[src/rtl/five_tuple_lookup_arbiter_if.sv]
// Bundle of the two extractor channels, the lookup-engine handshake and the descriptor handshake.
// master = arbiter side, slave = extractors/lookup engine/downstream side.
interface five_tuple_lookup_arbiter_if;
  logic [103:0] iv_5tuple_data0;
  logic         i_5tuple_wr0;
  logic [8:0]   iv_bufid0;
  logic [103:0] iv_5tuple_data1;
  logic         i_5tuple_wr1;
  logic [8:0]   iv_bufid1;

  logic [103:0] ov_lookup_key;
  logic         o_lookup_req;
  logic         i_lookup_ack;
  logic         i_lookup_hit;
  logic [47:0]  iv_lookup_tsntag;

  logic [47:0]  ov_tsntag;
  logic [8:0]   ov_bufid;
  logic         o_channel;
  logic         o_hit;
  logic         o_descriptor_wr;
  logic         i_descriptor_ack;

  modport master (
    input  iv_5tuple_data0, i_5tuple_wr0, iv_bufid0,
    input  iv_5tuple_data1, i_5tuple_wr1, iv_bufid1,
    output ov_lookup_key, o_lookup_req,
    input  i_lookup_ack, i_lookup_hit, iv_lookup_tsntag,
    output ov_tsntag, ov_bufid, o_channel, o_hit, o_descriptor_wr,
    input  i_descriptor_ack
  );

  modport slave (
    output iv_5tuple_data0, i_5tuple_wr0, iv_bufid0,
    output iv_5tuple_data1, i_5tuple_wr1, iv_bufid1,
    input  ov_lookup_key, o_lookup_req,
    output i_lookup_ack, i_lookup_hit, iv_lookup_tsntag,
    input  ov_tsntag, ov_bufid, o_channel, o_hit, o_descriptor_wr,
    output i_descriptor_ack
  );
endinterface

[src/rtl/five_tuple_lookup_arbiter.sv]
// Round-robin arbiter sharing one flow-table lookup engine between two 5-tuple channels.
// Optional per-channel drop counters are enabled with the macro FTLA_DROP_CNT_EN.
//
// Handshakes: o_lookup_req is a level held until a single-cycle i_lookup_ack (result valid
// in that cycle) or until the timeout forces a miss; o_descriptor_wr is a level held, with
// all descriptor fields stable, until the cycle i_descriptor_ack is sampled high.
module five_tuple_lookup_arbiter #(
  parameter int TIMEOUT_CYCLES = 16
`ifdef FTLA_DROP_CNT_EN
  ,
  parameter int DROP_CNT_W     = 16
`endif
) (
  input  logic                           i_clk,
  input  logic                           i_rst_n,
  five_tuple_lookup_arbiter_if.master    bus,
`ifdef FTLA_DROP_CNT_EN
  output logic [DROP_CNT_W-1:0]          ov_drop_cnt0,
  output logic [DROP_CNT_W-1:0]          ov_drop_cnt1,
`endif
  output logic [1:0]                     ov_dbg_state
);

  localparam int TMR_W = $clog2(TIMEOUT_CYCLES);
  localparam logic [TMR_W-1:0] TMR_LAST = TMR_W'(TIMEOUT_CYCLES - 1);

  typedef enum logic [1:0] {
    IDLE_S   = 2'd0,
    LOOKUP_S = 2'd1,
    OUTPUT_S = 2'd2
  } state_e;

  state_e state_q, state_d;

  logic         slot0_valid_q, slot0_valid_d;
  logic [103:0] slot0_key_q, slot0_key_d;
  logic [8:0]   slot0_bufid_q, slot0_bufid_d;
  logic         slot1_valid_q, slot1_valid_d;
  logic [103:0] slot1_key_q, slot1_key_d;
  logic [8:0]   slot1_bufid_q, slot1_bufid_d;

  logic [8:0]       work_bufid_q, work_bufid_d;
  logic             work_ch_q, work_ch_d;
  logic             last_grant_q, last_grant_d;
  logic [TMR_W-1:0] timer_q, timer_d;

  logic [103:0] lookup_key_q, lookup_key_d;
  logic         lookup_req_q, lookup_req_d;
  logic [47:0]  tsntag_q, tsntag_d;
  logic [8:0]   bufid_q, bufid_d;
  logic         channel_q, channel_d;
  logic         hit_q, hit_d;
  logic         desc_wr_q, desc_wr_d;

  logic grant_valid, grant_ch, lookup_timeout, lookup_done;
  logic free0, free1, take0, take1, drop0, drop1;

  // Arbitration happens only in IDLE_S; on contention the channel not granted last wins.
  always_comb begin
    grant_valid    = (state_q == IDLE_S) && (slot0_valid_q || slot1_valid_q);
    grant_ch       = (slot0_valid_q && slot1_valid_q) ? ~last_grant_q : slot1_valid_q;
    lookup_timeout = (state_q == LOOKUP_S) && !bus.i_lookup_ack && (timer_q == TMR_LAST);
    lookup_done    = (state_q == LOOKUP_S) && (bus.i_lookup_ack || (timer_q == TMR_LAST));
    free0          = grant_valid && !grant_ch;
    free1          = grant_valid && grant_ch;
    take0          = bus.i_5tuple_wr0 && (!slot0_valid_q || free0);
    take1          = bus.i_5tuple_wr1 && (!slot1_valid_q || free1);
    drop0          = bus.i_5tuple_wr0 && !take0;
    drop1          = bus.i_5tuple_wr1 && !take1;
  end

  always_ff @(posedge i_clk or negedge i_rst_n) begin
    if (!i_rst_n) state_q <= IDLE_S;
    else          state_q <= state_d;
  end

  always_comb begin
    state_d = state_q;
    case (state_q)
      IDLE_S:   if (grant_valid) state_d = LOOKUP_S;
      LOOKUP_S: if (lookup_done) state_d = OUTPUT_S;
      OUTPUT_S: if (bus.i_descriptor_ack) state_d = IDLE_S;
      default:  state_d = IDLE_S;
    endcase
  end

  always_comb begin
    slot0_valid_d = take0 ? 1'b1 : (free0 ? 1'b0 : slot0_valid_q);
    slot0_key_d   = take0 ? bus.iv_5tuple_data0 : slot0_key_q;
    slot0_bufid_d = take0 ? bus.iv_bufid0 : slot0_bufid_q;
    slot1_valid_d = take1 ? 1'b1 : (free1 ? 1'b0 : slot1_valid_q);
    slot1_key_d   = take1 ? bus.iv_5tuple_data1 : slot1_key_q;
    slot1_bufid_d = take1 ? bus.iv_bufid1 : slot1_bufid_q;

    work_bufid_d  = work_bufid_q;
    work_ch_d     = work_ch_q;
    last_grant_d  = last_grant_q;
    timer_d       = timer_q;
    lookup_key_d  = lookup_key_q;
    lookup_req_d  = lookup_req_q;
    tsntag_d      = tsntag_q;
    bufid_d       = bufid_q;
    channel_d     = channel_q;
    hit_d         = hit_q;
    desc_wr_d     = desc_wr_q;

    case (state_q)
      IDLE_S: begin
        if (grant_valid) begin
          lookup_key_d = grant_ch ? slot1_key_q : slot0_key_q;
          work_bufid_d = grant_ch ? slot1_bufid_q : slot0_bufid_q;
          work_ch_d    = grant_ch;
          last_grant_d = grant_ch;
          lookup_req_d = 1'b1;
          timer_d      = '0;
        end
      end
      LOOKUP_S: begin
        // An ack arriving on the final timer cycle still delivers the real result.
        if (lookup_done) begin
          lookup_req_d = 1'b0;
          hit_d        = bus.i_lookup_ack && bus.i_lookup_hit;
          tsntag_d     = (bus.i_lookup_ack && bus.i_lookup_hit) ? bus.iv_lookup_tsntag : 48'h0;
          bufid_d      = work_bufid_q;
          channel_d    = work_ch_q;
          desc_wr_d    = 1'b1;
        end else begin
          timer_d = timer_q + 1'b1;
        end
      end
      OUTPUT_S: begin
        if (bus.i_descriptor_ack) begin
          desc_wr_d = 1'b0;
          tsntag_d  = '0;
          bufid_d   = '0;
          hit_d     = 1'b0;
        end
      end
      default: begin
        lookup_req_d = 1'b0;
        desc_wr_d    = 1'b0;
      end
    endcase
  end

  always_ff @(posedge i_clk or negedge i_rst_n) begin
    if (!i_rst_n) begin
      slot0_valid_q <= 1'b0;
      slot0_key_q   <= '0;
      slot0_bufid_q <= '0;
      slot1_valid_q <= 1'b0;
      slot1_key_q   <= '0;
      slot1_bufid_q <= '0;
      work_bufid_q  <= '0;
      work_ch_q     <= 1'b0;
      last_grant_q  <= 1'b1;
      timer_q       <= '0;
      lookup_key_q  <= '0;
      lookup_req_q  <= 1'b0;
      tsntag_q      <= '0;
      bufid_q       <= '0;
      channel_q     <= 1'b0;
      hit_q         <= 1'b0;
      desc_wr_q     <= 1'b0;
    end else begin
      slot0_valid_q <= slot0_valid_d;
      slot0_key_q   <= slot0_key_d;
      slot0_bufid_q <= slot0_bufid_d;
      slot1_valid_q <= slot1_valid_d;
      slot1_key_q   <= slot1_key_d;
      slot1_bufid_q <= slot1_bufid_d;
      work_bufid_q  <= work_bufid_d;
      work_ch_q     <= work_ch_d;
      last_grant_q  <= last_grant_d;
      timer_q       <= timer_d;
      lookup_key_q  <= lookup_key_d;
      lookup_req_q  <= lookup_req_d;
      tsntag_q      <= tsntag_d;
      bufid_q       <= bufid_d;
      channel_q     <= channel_d;
      hit_q         <= hit_d;
      desc_wr_q     <= desc_wr_d;
    end
  end

`ifdef FTLA_DROP_CNT_EN
  logic [DROP_CNT_W-1:0] drop_cnt0_q, drop_cnt0_d, drop_cnt1_q, drop_cnt1_d;

  // Saturating: a counter stuck at all-ones means "at least that many".
  always_comb begin
    drop_cnt0_d = (drop0 && (drop_cnt0_q != '1)) ? drop_cnt0_q + 1'b1 : drop_cnt0_q;
    drop_cnt1_d = (drop1 && (drop_cnt1_q != '1)) ? drop_cnt1_q + 1'b1 : drop_cnt1_q;
  end

  always_ff @(posedge i_clk or negedge i_rst_n) begin
    if (!i_rst_n) begin
      drop_cnt0_q <= '0;
      drop_cnt1_q <= '0;
    end else begin
      drop_cnt0_q <= drop_cnt0_d;
      drop_cnt1_q <= drop_cnt1_d;
    end
  end

  assign ov_drop_cnt0 = drop_cnt0_q;
  assign ov_drop_cnt1 = drop_cnt1_q;
`else
  logic unused_drops;
  assign unused_drops = drop0 ^ drop1;
`endif

  assign bus.ov_lookup_key   = lookup_key_q;
  assign bus.o_lookup_req    = lookup_req_q;
  assign bus.ov_tsntag       = tsntag_q;
  assign bus.ov_bufid        = bufid_q;
  assign bus.o_channel       = channel_q;
  assign bus.o_hit           = hit_q;
  assign bus.o_descriptor_wr = desc_wr_q;
  assign ov_dbg_state        = state_q;

endmodule

[src/flat_wrapper.sv]
// flat-port wrapper written by rule: the top's interface ports become plain ports
module five_tuple_lookup_arbiter_flat 
#(
  parameter int TIMEOUT_CYCLES = 16

)
  (i_clk, i_rst_n, ov_dbg_state, bus_iv_5tuple_data0, bus_i_5tuple_wr0, bus_iv_bufid0, bus_iv_5tuple_data1, bus_i_5tuple_wr1, bus_iv_bufid1, bus_ov_lookup_key, bus_o_lookup_req, bus_i_lookup_ack, bus_i_lookup_hit, bus_iv_lookup_tsntag, bus_ov_tsntag, bus_ov_bufid, bus_o_channel, bus_o_hit, bus_o_descriptor_wr, bus_i_descriptor_ack);
  five_tuple_lookup_arbiter_if bus_i ();
  input  logic i_clk;
  input  logic i_rst_n;
  output logic [1:0] ov_dbg_state;
  input wire logic [$bits(bus_i.iv_5tuple_data0)-1:0] bus_iv_5tuple_data0;
  input wire logic [$bits(bus_i.i_5tuple_wr0)-1:0] bus_i_5tuple_wr0;
  input wire logic [$bits(bus_i.iv_bufid0)-1:0] bus_iv_bufid0;
  input wire logic [$bits(bus_i.iv_5tuple_data1)-1:0] bus_iv_5tuple_data1;
  input wire logic [$bits(bus_i.i_5tuple_wr1)-1:0] bus_i_5tuple_wr1;
  input wire logic [$bits(bus_i.iv_bufid1)-1:0] bus_iv_bufid1;
  output wire logic [$bits(bus_i.ov_lookup_key)-1:0] bus_ov_lookup_key;
  output wire logic [$bits(bus_i.o_lookup_req)-1:0] bus_o_lookup_req;
  input wire logic [$bits(bus_i.i_lookup_ack)-1:0] bus_i_lookup_ack;
  input wire logic [$bits(bus_i.i_lookup_hit)-1:0] bus_i_lookup_hit;
  input wire logic [$bits(bus_i.iv_lookup_tsntag)-1:0] bus_iv_lookup_tsntag;
  output wire logic [$bits(bus_i.ov_tsntag)-1:0] bus_ov_tsntag;
  output wire logic [$bits(bus_i.ov_bufid)-1:0] bus_ov_bufid;
  output wire logic [$bits(bus_i.o_channel)-1:0] bus_o_channel;
  output wire logic [$bits(bus_i.o_hit)-1:0] bus_o_hit;
  output wire logic [$bits(bus_i.o_descriptor_wr)-1:0] bus_o_descriptor_wr;
  input wire logic [$bits(bus_i.i_descriptor_ack)-1:0] bus_i_descriptor_ack;
  assign bus_i.iv_5tuple_data0 = bus_iv_5tuple_data0;
  assign bus_i.i_5tuple_wr0 = bus_i_5tuple_wr0;
  assign bus_i.iv_bufid0 = bus_iv_bufid0;
  assign bus_i.iv_5tuple_data1 = bus_iv_5tuple_data1;
  assign bus_i.i_5tuple_wr1 = bus_i_5tuple_wr1;
  assign bus_i.iv_bufid1 = bus_iv_bufid1;
  assign bus_ov_lookup_key = bus_i.ov_lookup_key;
  assign bus_o_lookup_req = bus_i.o_lookup_req;
  assign bus_i.i_lookup_ack = bus_i_lookup_ack;
  assign bus_i.i_lookup_hit = bus_i_lookup_hit;
  assign bus_i.iv_lookup_tsntag = bus_iv_lookup_tsntag;
  assign bus_ov_tsntag = bus_i.ov_tsntag;
  assign bus_ov_bufid = bus_i.ov_bufid;
  assign bus_o_channel = bus_i.o_channel;
  assign bus_o_hit = bus_i.o_hit;
  assign bus_o_descriptor_wr = bus_i.o_descriptor_wr;
  assign bus_i.i_descriptor_ack = bus_i_descriptor_ack;
  five_tuple_lookup_arbiter #(.TIMEOUT_CYCLES(TIMEOUT_CYCLES)) u_core (.i_clk(i_clk), .i_rst_n(i_rst_n), .bus(bus_i), .ov_dbg_state(ov_dbg_state));
endmodule
[config.mk]
export PLATFORM = sky130hd
export DESIGN_NAME = five_tuple_lookup_arbiter_flat
export DESIGN_NICKNAME = d
export VERILOG_FILES = /design/src/rtl/five_tuple_lookup_arbiter_if.sv /design/src/rtl/five_tuple_lookup_arbiter.sv /design/src/flat_wrapper.sv
export SDC_FILE = /design/constraint.sdc
export NUM_CORES = 1
export LEC_CHECK = 0
export CORE_MARGIN = 1
export CORE_UTILIZATION = 48
export CTS_CLUSTER_SIZE = 40
export DETAILED_ROUTE_END_ITERATION = 8
export PLACE_DENSITY = 0.89
export SKIP_CTS_REPAIR_TIMING = 1
export SYNTH_ARGS = -nofsm -noshare
export SYNTH_HDL_FRONTEND = slang
export SYNTH_SLANG_ARGS = --single-unit
export TNS_END_PERCENT = 5
[constraint.sdc]
create_clock -name i_clk -period 2 [get_ports i_clk]
set_input_delay 0.3 -clock i_clk [delete_from_list [all_inputs] [get_ports i_clk]]
set_output_delay 0.3 -clock i_clk [all_outputs]
set_load 0.005 [all_outputs]
Word-level counts from Yosys, hierarchy flattened
Cells that the tools add are included.

word-level totals
  word-level logic and storage cells = 85
  input bits = 281
  register bits after elaboration = 410
  output and inout bits = 167

cells by class
  bitwise gates (word level) = 3
  reduce and logical (&&, ||, !) cells = 27
  equal/unequal tests = 7
  add/sub/neg operators = 1
  mux-type cells = 29

operators by type and width
  kind                                                                     count
  48-bit 2-to-1 mux                                                        3
  104-bit 2-to-1 mux                                                       1
  48-bit case mux with 2 select lines                                      1
  9-bit 2-to-1 mux                                                         3
  9-bit case mux with 2 select lines                                       1
  3-bit AND reduction                                                      5
  1-bit 2-to-1 mux                                                         10
  1-bit logical AND                                                        8
  4-bit 2-to-1 mux                                                         2
  4-bit case mux with 2 select lines                                       1
  2-bit nonzero test                                                       4
  2-bit 2-to-1 mux                                                         3
  1-bit case mux with 3 select lines                                       2
  2-bit case mux with 3 select lines                                       1
  4-bit by 1-bit adder with 4-bit output, second input constant            1
  4-bit == test, second input constant                                     1
  1-bit logical OR                                                         4
  2-bit by 1-bit inequality test with 1-bit output, second input constant  2
  2-bit inequality test, second input constant                             2
  2-bit AND reduction                                                      2
  1-bit zero test                                                          3
  1-bit inverter                                                           3
  2-bit by 1-bit == test with 1-bit output, second input constant          1
  2-bit == test, second input constant                                     1
  other kinds (2)                                                          2

Longest topological paths before layout
  word-level depth = 7
  gate-level depth with buffers = 7
  gate-level depth less buffers = 5

Worst setup path after synthesis
Ideal clock, no wire load.

  kind = register to register
  start = register u_core.last_grant_q
  end = register u_core.slot0_bufid_q[0]
  arrival = 1.564 ns
  clock period less this slack = 1.691 ns
  setup time = 0.128 ns
  buffers on the path = 2
  slack = 0.309 ns
  required time = 1.872 ns
  stages on the path, launching flop included = 7
  cell sequence = dfstp_2 nor2b_1 o31ai_2 nand2_1 buf_2 buf_2 mux2_1

on the way
  cells in the longest elaborated chain, start to end = 6

ends and longest elaborated chain
  element                 RTL line                          RTL
  start, declared         five_tuple_lookup_arbiter.sv:44   logic last_grant_q, last_grant_d;
  start signal, assigned  five_tuple_lookup_arbiter.sv:174  last_grant_q <= last_grant_d;
  1-bit inverter          five_tuple_lookup_arbiter.sv:61   grant_ch = (slot0_valid_q && slot1_valid_q) ? ~last_grant_q : slot1_valid_q;
  1-bit 2-to-1 mux        five_tuple_lookup_arbiter.sv:61
  1-bit zero test         five_tuple_lookup_arbiter.sv:64   free0 = grant_valid && !grant_ch;
  1-bit logical AND       five_tuple_lookup_arbiter.sv:64
  1-bit logical OR        five_tuple_lookup_arbiter.sv:66   take0 = bus.i_5tuple_wr0 && (!slot0_valid_q || free0);
  1-bit logical AND       five_tuple_lookup_arbiter.sv:66
  end signal, assigned    five_tuple_lookup_arbiter.sv:168  slot0_bufid_q <= slot0_bufid_d;
  end, declared           five_tuple_lookup_arbiter.sv:37   logic [8:0] slot0_bufid_q, slot0_bufid_d;

No other way between the ends.
A chain may end at the register's enable or synchronous reset.

Worst setup path in the final report
  start = register u_core.last_grant_q
  end = register u_core.slot0_bufid_q[4]

The elaborated chain is that of the path after synthesis.

==> impl_summary.log <==
[metrics] Critical Path Source: u_core.last_grant_q$_DFFE_PN1P_
[metrics] launching point of the worst reg2reg path: u_core.last_grant_q$_DFFE_PN1P_
[metrics] stages on the worst setup path: 5
[metrics] number of instances in the synthesized netlist: 1,169
[metrics] area delta synth->final: 41.7%
[metrics] crit end category: flop
[metrics] TritonCTS buffer count: 42
[metrics] ordered cell list for the critical path: nor2b_1, o31ai_2, nand2_4, buf_12, mux2_1
[metrics] Crit path largest cell delay: 0.57 ns
[metrics] endpoint arrival time on the critical path: 2.29 ns
[metrics] average wire per standard cell: 21.7 um
[metrics] Final min period: 1.90 ns
[metrics] last weighted congestion value of the routability-driven placer: 0.791
[metrics] x dimension of the die: 184 um
[metrics] highest clock frequency the design can meet: 527 MHz
[metrics] crit path kind: flop to flop
[metrics] RSZ-0062 raised after global routing: false
[metrics] via count of the first global-routing pass: 12.5k
[metrics] initial antenna violation count: 3
[metrics] top cell type by total area after synthesis: sky130_fd_sc_hd__dfrtp_1
[metrics] reg2reg path depth: 5
[metrics] pre-CTS setup slack: 0.146 ns
[metrics] via-per-instance ratio: 5.61
[metrics] routed wire length: 45,300 um
[metrics] Die H: 184 um
[metrics] DR iter-0 viols: 1,091
[metrics] count of H-tree levels built during CTS: 2
[metrics] leakage power: 0.0101 uW
[metrics] launching element type of the critical path: flop
[metrics] Warnings, synthesis: 0
[metrics] transition time at the pin with the least slew margin: 0.530 ns
[metrics] kind of cell adding the most delay to the critical path: flip-flops
[metrics] #FFs+latches synth: 410
[metrics] share of the cycle needed by the critical path after routing: 94.9%
[metrics] clock root buffer: sky130_fd_sc_hd__clkbuf_16
[metrics] total power consumption of the routed design: 36,800 uW
[metrics] utilization after layout: 69.1%
[metrics] Max FO, Critical Path: 40
[metrics] layout net count: 1,895
[metrics] gr usage total: 26.4%
[metrics] endpoints failing hold: 0
[metrics] number of DRC violations after detailed routing: 0
[metrics] Max clock buf depth: 3
[metrics] Core Rows: 66
[metrics] maximum capacitance violations: 0
[metrics] buffers and inverters on the worst path: 1
[metrics] DIE AREA: 33,800 um^2
[metrics] total congestion overflow after global routing: 0
[metrics] proportion of layout cells with a drive suffix above 1: 9.97%
[metrics] Clock transition at path regs: 0.06 ns
[metrics] core box area: 32,500 um^2
[metrics] average size of a mapped cell: 13.6 um^2
[metrics] detailed-router iteration count before antenna repair: 9
[metrics] Worst Skew: 0.0184 ns
[metrics] Filler Cell Count: 2,164
[metrics] final setup violation count: 0
[metrics] post-detail-place hpwl: 30,000 um
[metrics] overall via count from detail_route: 11.7k
[metrics] IO Count: 448
[metrics] library cell contributing the largest single delay on the critical path: sky130_fd_sc_hd__dfstp_2
[metrics] largest net degree at the start of global routing: 99
[metrics] Final Max Slew Viols: 0
[metrics] wire length of the first global-routing pass: 69,000 um
[metrics] status: complete, no violations
[metrics] power density relative to cell area: 1640 nW/um^2
[metrics] largest cells by area after synthesis: sky130_fd_sc_hd__dfrtp_1, sky130_fd_sc_hd__mux2_1, sky130_fd_sc_hd__a222oi_1
[metrics] Slew HR: 64.7%
[metrics] Synth cell types: 34
[metrics] share of the yosys chip area belonging to registers: 64.7%
[metrics] PortBufs: 447
[metrics] clock tree from TritonCTS: built
[metrics] net count of the mapped netlist: 1,451
[metrics] Final ANT Viol Nets: 0
[metrics] setup slack on the worst flop-to-flop path: 0.10 ns
[metrics] clock latency on the worst-skew pair: 0.53 ns
[metrics] capture point of the worst reg-to-reg path: u_core.slot0_bufid_q[4]$_DFFE_PN0P_
[metrics] initial cell density of the core: 48.8%
[metrics] number of sinks on the clock net: 410
[metrics] Setup WS post-layout: 0.101 ns
[metrics] area of the mapped netlist: 15,900 um^2
[metrics] critical path required time: 2.39 ns
[metrics] class of the worst hold path: input pin to asynchronous set/reset pin
[metrics] peak supply drop: 1.07 mV
[metrics] sum of negative setup slack: 0 ns
[metrics] CP endpoint: u_core.slot0_bufid_q[4]$_DFFE_PN0P_
[metrics] area share of the largest cell type after synthesis: 64.5%
[sequential cells by signal, indices dropped and copies added, names as in the netlist]
signal,count
u_core.timer_q,4
u_core.bus.ov_tsntag,48
u_core.slot0_valid_q,1
u_core.slot0_bufid_q,9
u_core.bus.o_hit,1
u_core.bus.o_descriptor_wr,1
u_core.last_grant_q,1
u_core.ov_dbg_state,2
u_core.slot1_key_q,104
u_core.work_bufid_q,9
u_core.bus.ov_bufid,9
u_core.slot1_bufid_q,9
u_core.bus.o_channel,1
u_core.slot1_valid_q,1
u_core.bus.ov_lookup_key,104
u_core.bus.o_lookup_req,1
u_core.work_ch_q,1
u_core.slot0_key_q,104
[power breakdown]
part | total [uW] | switching [uW] | internal, uW
sequential | 14900 | 2450 | 12400
clock | 7900 | 3240 | 4650
combinational | 14100 | 6580 | 7510
total | 36800 | 12300 | 24600
[cell usage after synthesis, drive strengths merged]
cell and instances:
clkbuf 40, nor2b 1, inv 112, a222oi 111, nand2b 4, mux2i 4, nand4 1, and2 1
a21oi 1, a31oi 1, nor2 2, o21ai 65, a21o 2, and3 2, a21boi 1, nor3 1
nand3 51, and3b 1, nand2 80, buf 46, o22ai 1, dfstp 1, mux2 227, ha 1
o31ai 1, a211o 1, or3 1, dfrtp 409
[logic make-up (layout without fill, tap and decap cells)]
kind of cell	Yosys count	in the layout	synth area share [%]
flops	410	410	64.7
mux	231	231	16.4
buf+inv	198	674	5.35
compound gates	184	184	9.47
simple gates	145	145	4.05
fa+ha+maj	1	1	0.0789
other cells	0	3	0
[metrics by stage]
stage | hold slack [ns] | cell area [um^2] | cells
global route | 0.272 | 22500 | 2089
finish | 0.254 | 22500 | 2090
detailed placement | 0.213 | 21000 | 2010
CTS | -0.348 | 22500 | 2086
floorplan | 0.00441 | 15900 | 1169
global placement | 0.215 | 21000 | 2010
[cell type report]
| cell class | instances | area, um^2 | share of cell area (%) |
|---|---|---|---|
| Timing Repair Buffer | 486 | 5020 | 22.4 |
| Multi-Input combinational cell | 561 | 4790 | 21.3 |
| Clock buffer | 60 | 1260 | 5.61 |
| Clock inverter | 16 | 151 | 0.674 |
| Tap cell | 442 | 553 | 2.46 |
| Antenna cell | 3 | 7.51 | 0.0334 |
| Inverter | 112 | 420 | 1.87 |
| Sequential cell | 410 | 10300 | 45.7 |
[how the worst min path moves through the flow]
stage	startpoint	to	slack, ns	cells after the start
6_report	i_rst_n	u_core.bus.ov_lookup_key[30]$_DFFE_PN0P_	0.25	2
3_3_place_gp	i_rst_n	u_core.slot0_key_q[30]$_DFFE_PN0P_	0.21	1
5_1_grt	i_rst_n	u_core.bus.ov_lookup_key[30]$_DFFE_PN0P_	0.27	2
3_5_place_dp	i_rst_n	u_core.bus.ov_lookup_key[30]$_DFFE_PN0P_	0.21	1
2_1_floorplan	i_rst_n	u_core.bus.o_channel$_DFFE_PN0P_	0.004	0
4_1_cts	i_rst_n	u_core.slot0_key_q[25]$_DFFE_PN0P_	-0.35	1
[worst reg2reg max path: cells and delay by family, from the launching register on]
family	cells	cell delay, ns
flops	1	0.57
compound gates	1	0.35
buf+inv	1	0.20
simple gates	2	0.22
mux	1	0.43
[placed cells by master, fill, tap and decap left out, types with 2 or more instances in the layout]
cell type	Yosys	routed
sky130_fd_sc_hd__clkinvlp_4	0	4
sky130_fd_sc_hd__buf_4	1	18
sky130_fd_sc_hd__o21ai_0	59	59
sky130_fd_sc_hd__clkinv_4	0	2
sky130_fd_sc_hd__clkbuf_1	40	5
sky130_fd_sc_hd__bufinv_16	0	2
sky130_fd_sc_hd__mux2_1	183	183
sky130_fd_sc_hd__a21o_1	2	2
sky130_fd_sc_hd__dfrtp_1	409	409
sky130_fd_sc_hd__nand3_1	51	50
sky130_fd_sc_hd__o21ai_1	6	5
sky130_fd_sc_hd__a222oi_1	111	111
sky130_fd_sc_hd__diode_2	0	3
sky130_fd_sc_hd__nand2b_1	4	4
sky130_fd_sc_hd__inv_1	112	112
sky130_fd_sc_hd__nand2_1	80	78
sky130_fd_sc_hd__clkinv_2	0	7
sky130_fd_sc_hd__and3_1	2	2
sky130_fd_sc_hd__nand2_4	0	2
sky130_fd_sc_hd__buf_12	0	20
sky130_fd_sc_hd__clkbuf_8	0	12
sky130_fd_sc_hd__mux2i_1	4	4
sky130_fd_sc_hd__mux2_2	44	44
sky130_fd_sc_hd__clkdlybuf4s50_1	0	446
sky130_fd_sc_hd__clkbuf_16	0	43
[layer usage]
metal	global-route usage (%)	vias up	wire length (um)
met2	45.7	592	22700
li1	-	5100	-
met3	7.84	112	4100
met4	12.1	0	1850
met5	0	-	0
met1	30.1	5931	16600
Note: power is estimated with default switching activity, not from simulation.
